[src/rtl/rc4_ksa_fsm.sv]
// RC4 key-scheduling FSM: 256 read/read/write/write swap iterations on the shared S-RAM.
// Optional build macro KSA_SKIP_SELF_SWAP_EN drops both write strobes when i == j.
module rc4_ksa_fsm #(
    parameter int unsigned RD_WAIT = 2,
    parameter int unsigned WR_WAIT = 2
) (
    input  logic        clk,
    input  logic        master_reset,
    input  logic        task_ksa_start,
    input  logic [23:0] secret_key,
    input  logic [7:0]  q_RAM1,
    output logic [7:0]  address_out_RAM1,
    output logic [7:0]  data_to_RAM1,
    output logic        wren_to_RAM1,
    output logic        done
);

    typedef enum logic [3:0] {
        IDLE,
        RD_SI,
        WAIT_SI,
        CALC_J,
        RD_SJ,
        WAIT_SJ,
        SAVE_SJ,
        WR_J,
        WR_J_WAIT,
        WR_I,
        WR_I_WAIT,
        NEXT,
        FINISH
    } state_t;

    localparam logic [7:0] RD_LAST = 8'(RD_WAIT - 1);
    localparam logic [7:0] WR_LAST = 8'(WR_WAIT - 1);

    state_t     state, state_n;
    logic [7:0] i, i_n;
    logic [7:0] j, j_n;
    logic [1:0] kidx, kidx_n;
    logic [7:0] si, si_n;
    logic [7:0] sj, sj_n;
    logic [7:0] cnt, cnt_n;
    logic [7:0] addr_q, addr_n;
    logic [7:0] data_q, data_n;
    logic       wren_q, wren_n;
    logic       done_q, done_n;
    logic [7:0] key_byte;

    always_comb begin
        case (kidx)
            2'd0:    key_byte = secret_key[23:16];
            2'd1:    key_byte = secret_key[15:8];
            default: key_byte = secret_key[7:0];
        endcase
    end

    always_ff @(posedge clk) begin
        if (master_reset) begin
            state  <= IDLE;
            i      <= '0;
            j      <= '0;
            kidx   <= '0;
            si     <= '0;
            sj     <= '0;
            cnt    <= '0;
            addr_q <= '0;
            data_q <= '0;
            wren_q <= 1'b0;
            done_q <= 1'b0;
        end else begin
            state  <= state_n;
            i      <= i_n;
            j      <= j_n;
            kidx   <= kidx_n;
            si     <= si_n;
            sj     <= sj_n;
            cnt    <= cnt_n;
            addr_q <= addr_n;
            data_q <= data_n;
            wren_q <= wren_n;
            done_q <= done_n;
        end
    end

    always_comb begin
        state_n = state;
        i_n     = i;
        j_n     = j;
        kidx_n  = kidx;
        si_n    = si;
        sj_n    = sj;
        cnt_n   = cnt;
        addr_n  = addr_q;
        data_n  = data_q;
        wren_n  = 1'b0;
        done_n  = done_q;

        if (!task_ksa_start && state != FINISH) begin
            state_n = IDLE;
            i_n     = '0;
            j_n     = '0;
            kidx_n  = '0;
            addr_n  = '0;
            data_n  = '0;
            done_n  = 1'b0;
        end else begin
            case (state)
                IDLE: state_n = RD_SI;
                RD_SI: begin
                    addr_n  = i;
                    cnt_n   = '0;
                    state_n = WAIT_SI;
                end
                WAIT_SI: begin
                    if (cnt == RD_LAST) state_n = CALC_J;
                    else                cnt_n   = cnt + 8'd1;
                end
                CALC_J: begin
                    si_n    = q_RAM1;
                    j_n     = j + q_RAM1 + key_byte;
                    state_n = RD_SJ;
                end
                RD_SJ: begin
                    addr_n  = j;
                    cnt_n   = '0;
                    state_n = WAIT_SJ;
                end
                WAIT_SJ: begin
                    if (cnt == RD_LAST) state_n = SAVE_SJ;
                    else                cnt_n   = cnt + 8'd1;
                end
                SAVE_SJ: begin
                    sj_n    = q_RAM1;
`ifdef KSA_SKIP_SELF_SWAP_EN
                    state_n = (i == j) ? NEXT : WR_J;
`else
                    state_n = WR_J;
`endif
                end
                // wren defaults low, so each write state yields a single-cycle strobe
                WR_J: begin
                    addr_n  = j;
                    data_n  = si;
                    wren_n  = 1'b1;
                    cnt_n   = '0;
                    state_n = (WR_WAIT == 0) ? WR_I : WR_J_WAIT;
                end
                WR_J_WAIT: begin
                    if (cnt == WR_LAST) state_n = WR_I;
                    else                cnt_n   = cnt + 8'd1;
                end
                WR_I: begin
                    addr_n  = i;
                    data_n  = sj;
                    wren_n  = 1'b1;
                    cnt_n   = '0;
                    state_n = (WR_WAIT == 0) ? NEXT : WR_I_WAIT;
                end
                WR_I_WAIT: begin
                    if (cnt == WR_LAST) state_n = NEXT;
                    else                cnt_n   = cnt + 8'd1;
                end
                NEXT: begin
                    if (i == 8'hFF) begin
                        done_n  = 1'b1;
                        state_n = FINISH;
                    end else begin
                        i_n     = i + 8'd1;
                        kidx_n  = (kidx == 2'd2) ? 2'd0 : kidx + 2'd1;
                        state_n = RD_SI;
                    end
                end
                FINISH:  state_n = FINISH;
                default: state_n = IDLE;
            endcase
        end
    end

    assign address_out_RAM1 = addr_q;
    assign data_to_RAM1     = data_q;
    assign wren_to_RAM1     = wren_q;
    assign done             = done_q;

endmodule
[config.mk]
export PLATFORM = sky130hd
export DESIGN_NAME = rc4_ksa_fsm
export DESIGN_NICKNAME = d
export VERILOG_FILES = /design/src/rtl/rc4_ksa_fsm.sv
export SDC_FILE = /design/constraint.sdc
export NUM_CORES = 1
export LEC_CHECK = 0
export ABC_CLOCK_PERIOD_IN_PS = 5000
export CAP_MARGIN = 5
export CELL_PAD_IN_SITES_DETAIL_PLACEMENT = 0
export CELL_PAD_IN_SITES_GLOBAL_PLACEMENT = 1
export CORE_MARGIN = 5
export CORE_UTILIZATION = 35
export CTS_BUF_LIST = sky130_fd_sc_hd__clkbuf_4 sky130_fd_sc_hd__clkbuf_8
export CTS_CLUSTER_DIAMETER = 60
export DETAILED_ROUTE_END_ITERATION = 7
export GPL_ROUTABILITY_DRIVEN = 0
export GPL_TIMING_DRIVEN = 0
export PLACE_DENSITY = 0.79
export SLEW_MARGIN = 20
export SYNTH_ARGS = -nofsm -noshare
export SYNTH_HDL_FRONTEND = slang
export SYNTH_SLANG_ARGS = --single-unit
[constraint.sdc]
create_clock -name clk -period 5 [get_ports clk]
set_input_delay 1.5 -clock clk [delete_from_list [all_inputs] [get_ports clk]]
set_output_delay 1.5 -clock clk [all_outputs]
set_load 0.005 [all_outputs]
# --- After elaboration in Yosys (flattened, before gate mapping) ---
# Cells that the tools add are included.
classes:
  add_sub_neg: 5
  n_eq_ne: 22
  n_mux: 13
  bitwise_logic: 2
  n_reduce_logical: 19
ops:
  columns: ["op", "n"]
  rows:
  - ["one-hot mux 8 bit (2 select lines)", 4]
  - ["one-hot mux 4 bit (13 select lines)", 1]
  - ["== test 4 bit (second input constant)", 5]
  - ["two-way mux 4 bit", 5]
  - ["adder 8 x 1 -> 8 bit (second input constant)", 2]
  - ["adder 8 bit", 2]
  - ["== test 4 x 3 -> 1 bit (second input constant)", 4]
  - ["!= test 2 bit (second input constant)", 5]
  - ["== test 4 x 2 -> 1 bit (second input constant)", 2]
  - ["== test 8 x 1 -> 1 bit (second input constant)", 1]
  - ["== test 8 bit (second input constant)", 1]
  - ["two-way mux 8 bit", 1]
  - ["AND reduction 2 bit", 4]
  - ["OR reduction 2 bit", 4]
  - ["OR reduction 4 bit", 2]
  - ["nonzero test 2 bit", 3]
  - ["== test 4 x 1 -> 1 bit (second input constant)", 1]
  - ["zero test 4 bit", 1]
  - ["!= test 4 bit (second input constant)", 1]
  - ["AND reduction 4 bit", 1]
  - ["AND reduction 3 bit", 1]
  - ["adder 2 x 1 -> 2 bit (second input constant)", 1]
  - ["== test 2 x 1 -> 1 bit (second input constant)", 1]
  - ["== test 2 bit (second input constant)", 1]
  - ["other kinds (6)", 7]
totals:
  register_bits: 64
  inputBits: 35
  word_cells: 72

# --- Logic depth before layout (Yosys ltp) ---
# Gate-level depths: netlist of the first run.
logic_depth:
  ltp_word: 4
  ltp_mapped: 13
  depth_no_buf: 12

# --- Least setup slack after synthesis of the first run ---
# OpenSTA, ideal clock, no wires.
synth_path:
  path_type: "input -> register"
  startpoint: "input port secret_key[9]"
  endpoint: "register j[7]"
  arrival_time_ns: 3.822
  slack_ns: 1.106
  cell_stages: 12
  path_buffers: 0
  path_cell_list: "mux2i_1 nor2_1 a21oi_1 fa_1 inv_1 ha_1 fa_1 a211o_1 a211oi_1 nor4_1 o21ai_0 mux2i_1"
synth_via:
  elab_chain_cells: 2
synth_lines:
  columns: ["item", "line_no", "source"]
  rows:
  - ["start: declaration", "10", "input logic [23:0] secret_key,"]
  - ["one-hot mux 8 bit (2 select lines)", "51", "case (kidx)"]
  - ["adder 8 bit", "121", "j_n = j + q_RAM1 + key_byte;"]
  - ["end signal: assignment", "74", "j <= j_n;"]
  - ["end: declaration", "39", "logic [7:0] j, j_n;"]
# Every way passes these cells.
# A chain may end at the register's enable or synchronous reset.

# --- Worst setup path in the final report of the first run ---
# Ends and elaborated chain as after synthesis.

==> results.txt, run 1 <==
Finish-stage setup viols: 0
Seq pwr share: 47.0%
Sink Count: 64
Final Cell Area: 4310 um^2
HPWL Detailed: 6.494 mm
startpoint types: primary input
Final Skew: 0.01198 ns
worst skew pair latency: 0.35 ns
DRT Pass-1 Iters: 4
Max Transition Viols Final: 0
Worst Path Max Fanout: 3
CTS resizes: 0
most frequent cells in the layout: 64 x dfxtp_1, 59 x nor2_1, 52 x clkdlybuf4s50_1, 36 x a21oi_1, 34 x nand2_1
R2R Setup Slk: 1.39 ns
Net Sw Frac: 26.17%
number of vias per cell: 4.930
Area growth, synth to finish: 25.78%
largest net degree at the start of global routing: 13
initial antenna violation count: 0
RSZ-0062 raised after global routing: false
total power: 1096 uW
Netlist cell types: 52
Slew HR: 59.13%
Final period util: 86.18%
Root Buffer: clkbuf_8
Main synth FF type: dfxtp_1
ys async rst share: 0%
die footprint: 11870 um^2
# IOs: 53
FILL cells: 1028
share of post-route cells with drive strength above 1: 8.369%
Fin. Hold Viols: 0
most common cell after layout, fill and taps aside: dfxtp_1
#FFs+latches synth: 64
CP Class: in2reg
gr ovfl total: 0
DR DRC count: 0
antenna diode count: 0
Hold Buf Count CTS: 0
Sequential Area: 1281 um^2
minimum clock period: 4.309 ns
wl on met1: 4.007 mm
footprint of the multi-input gates: 1959 um^2
Critical Path Slowest Stage Cell: fa_1
P_sw: 286.8 uW
Post-synth EDFFs: 0
Bufs on Longest Clock Path: 2
Total GRT Usage: 15.16%
synth warn: 0
Placed Cells: 583
final instance count without filler cells: 599
H-Tree Depth: 3
crit end category: register
achievable frequency: 232.1 MHz
Post-CTS Setup Bufs: 0
Cell Int Power: 809.2 uW
worst path arrival time: 4.59 ns
met3 WL: 278 um
die height: 109.0 um
Comb pwr share: 12.2%
Starting Density: 35.55%
Hold WC Path Type: reg2reg
# port buffers: 52
vias in the first global route: 2834
core box area: 9639 um^2
Initial DRC Count: 101
Cell Rows: 36
Routed wire per std cell: 14.02 um
Worst EP required: 5.28 ns
highest metal used: met4
Post-Syn Nets: 450
R2R cell count: 12
first-pass GRT wire length: 13.87 mm
Layout Nets: 513
die width: 109.0 um
pwr/cell area: 254.3 nW/um^2
WP depth: 13
setup tns final: 0 ns
Leakage: 0.001627 uW
cells along the critical path: clkdlybuf4s50_1, mux2i_1, nor2_1, a21oi_1, fa_1, inv_1, ha_1, fa_1, a211o_1, a211oi_1, nor4_1, o21ai_0, mux2i_1
via count: 2953
Max VDD drop: 170.0 uV
Num CTS Buffers: 9
synthesized instance count: 398
Max Cap Violations: 0
status: finished clean
Clock Power Share: 40.8%
Bufs and invs on worst path: 2
CTS tree: built
Worst Tran Pin Value: 0.6130 ns
Min-Delay Path Depth: 2
post-placement cell area: 4114 um^2
Largest stage delay, worst path: 0.50 ns
synthesized cell area: 3427 um^2
Met2 Routed Length: 3.969 mm
syn_area_per_cell: 8.611 um^2
post-synthesis sequential area ratio: 37.39%
ANT nets after route: 0
CTS clk-pin slew, worst paths: 0.07 ns
Top delay family on crit path: adder cells
DRT Wirelength: 8.395 mm
[per-stage QoR]
stage	setup WS [ns]	util, %	hold WS [ns]
4_1_cts	0.6928	44.72	0.4610
2_1_floorplan	1.106	-	0.4363
3_3_place_gp	0.3075	42.68	0.4458
3_5_place_dp	0.3233	42.68	0.4508
5_1_grt	0.5695	44.72	0.4863
6_report	0.6912	44.72	0.4558
[registers in the layout, summed over array words and instances (netlist names)]
| register | count |
|---|---|
| done | 1 |
| cnt | 8 |
| kidx | 2 |
| address_out_RAM1 | 8 |
| wren_to_RAM1 | 1 |
| state | 4 |
| data_to_RAM1 | 8 |
| j | 8 |
| sj | 8 |
| si | 8 |
| i | 8 |
[power groups by stage]
stage	Sequential (uW)	Combinational (uW)	Clock (uW)
after floorplan	527	79.2	0
after global placement	527	134	0
after detailed placement	527	135	0
after CTS	515	135	458
after global routing	515	149	480
final	515	134	447
[cells by family (layout without fill, tap and decap cells)]
| logic type | Yosys count | count (layout) | synth area share, % |
|---|---|---|---|
| mux | 32 | 32 | 9.712 |
| fa+ha+maj | 17 | 17 | 7.959 |
| compound gates | 87 | 87 | 15.96 |
| simple gates | 144 | 144 | 20.23 |
| xor+xnor | 13 | 13 | 3.322 |
| flops | 64 | 64 | 37.39 |
| buf+inv | 41 | 109 | 5.440 |
[cells in the mapped netlist, types with 3 or more instances]
master	number	area, um^2
nand2_1	34	127.6
a21oi_1	36	180.2
buf_2	8	40.04
nor2_1	59	221.5
nand2b_1	4	25.02
a31oi_1	4	25.02
inv_1	17	63.81
xnor2_1	10	87.58
nor2b_1	3	18.77
and3_1	3	18.77
mux2i_1	31	310.3
xor2_1	3	26.28
o21ai_0	14	70.07
dfxtp_1	64	1281
fa_1	8	160.2
ha_1	9	112.6
a211oi_1	16	120.1
nor3_1	7	35.03
or3_1	5	31.28
nand3_1	7	35.03
clkbuf_1	10	37.54
a22oi_1	5	37.54
[layout make-up]
type,count,area share [%]
timing repair buffer,52,12.08
tap,133,3.861
clock buffer,9,2.874
sequential,64,29.72
buffer,24,2.845
clock inverter,7,1.684
multi-input combinational,293,45.46
inverter,17,1.480
[worst register-to-register path, delay by kind of cell (launching register included)]
family / cells / cell delay, ns
AOI/OAI and AO/OA: 4 / 1.07
adders and majority gates: 3 / 1.13
buffers and inverters: 3 / 0.69
DFF: 1 / 0.34
muxes: 1 / 0.22
and+or+nand+nor: 1 / 0.10
[layer usage]
metal / global-route usage (%) / up-vias
met2: 24.56 / 55
met4: 5.771 / 0
met3: 3.375 / 14
met1: 19.65 / 1373
li1: - / 1511
met5: 0 / -
[worst paths after layout]
check,to,start
hold / removal,data_to_RAM1[5]$_SDFFE_PP0N_,data_to_RAM1[5]$_SDFFE_PP0N_
hold reg to reg,data_to_RAM1[5]$_SDFFE_PP0N_,data_to_RAM1[5]$_SDFFE_PP0N_
setup reg to reg,j[7]$_SDFFE_PP0P_,kidx[1]$_SDFFE_PP0P_
setup / recovery,j[7]$_SDFFE_PP0P_,secret_key[9]
Note: power is estimated with default switching activity, not from simulation.
==> inputs of run 2 (changes only) <==
CTS_CLUSTER_DIAMETER = 40   (was 60)
==> results of run 2 <==
The final DEF is identical to that of run 1; final timing and power are the same.
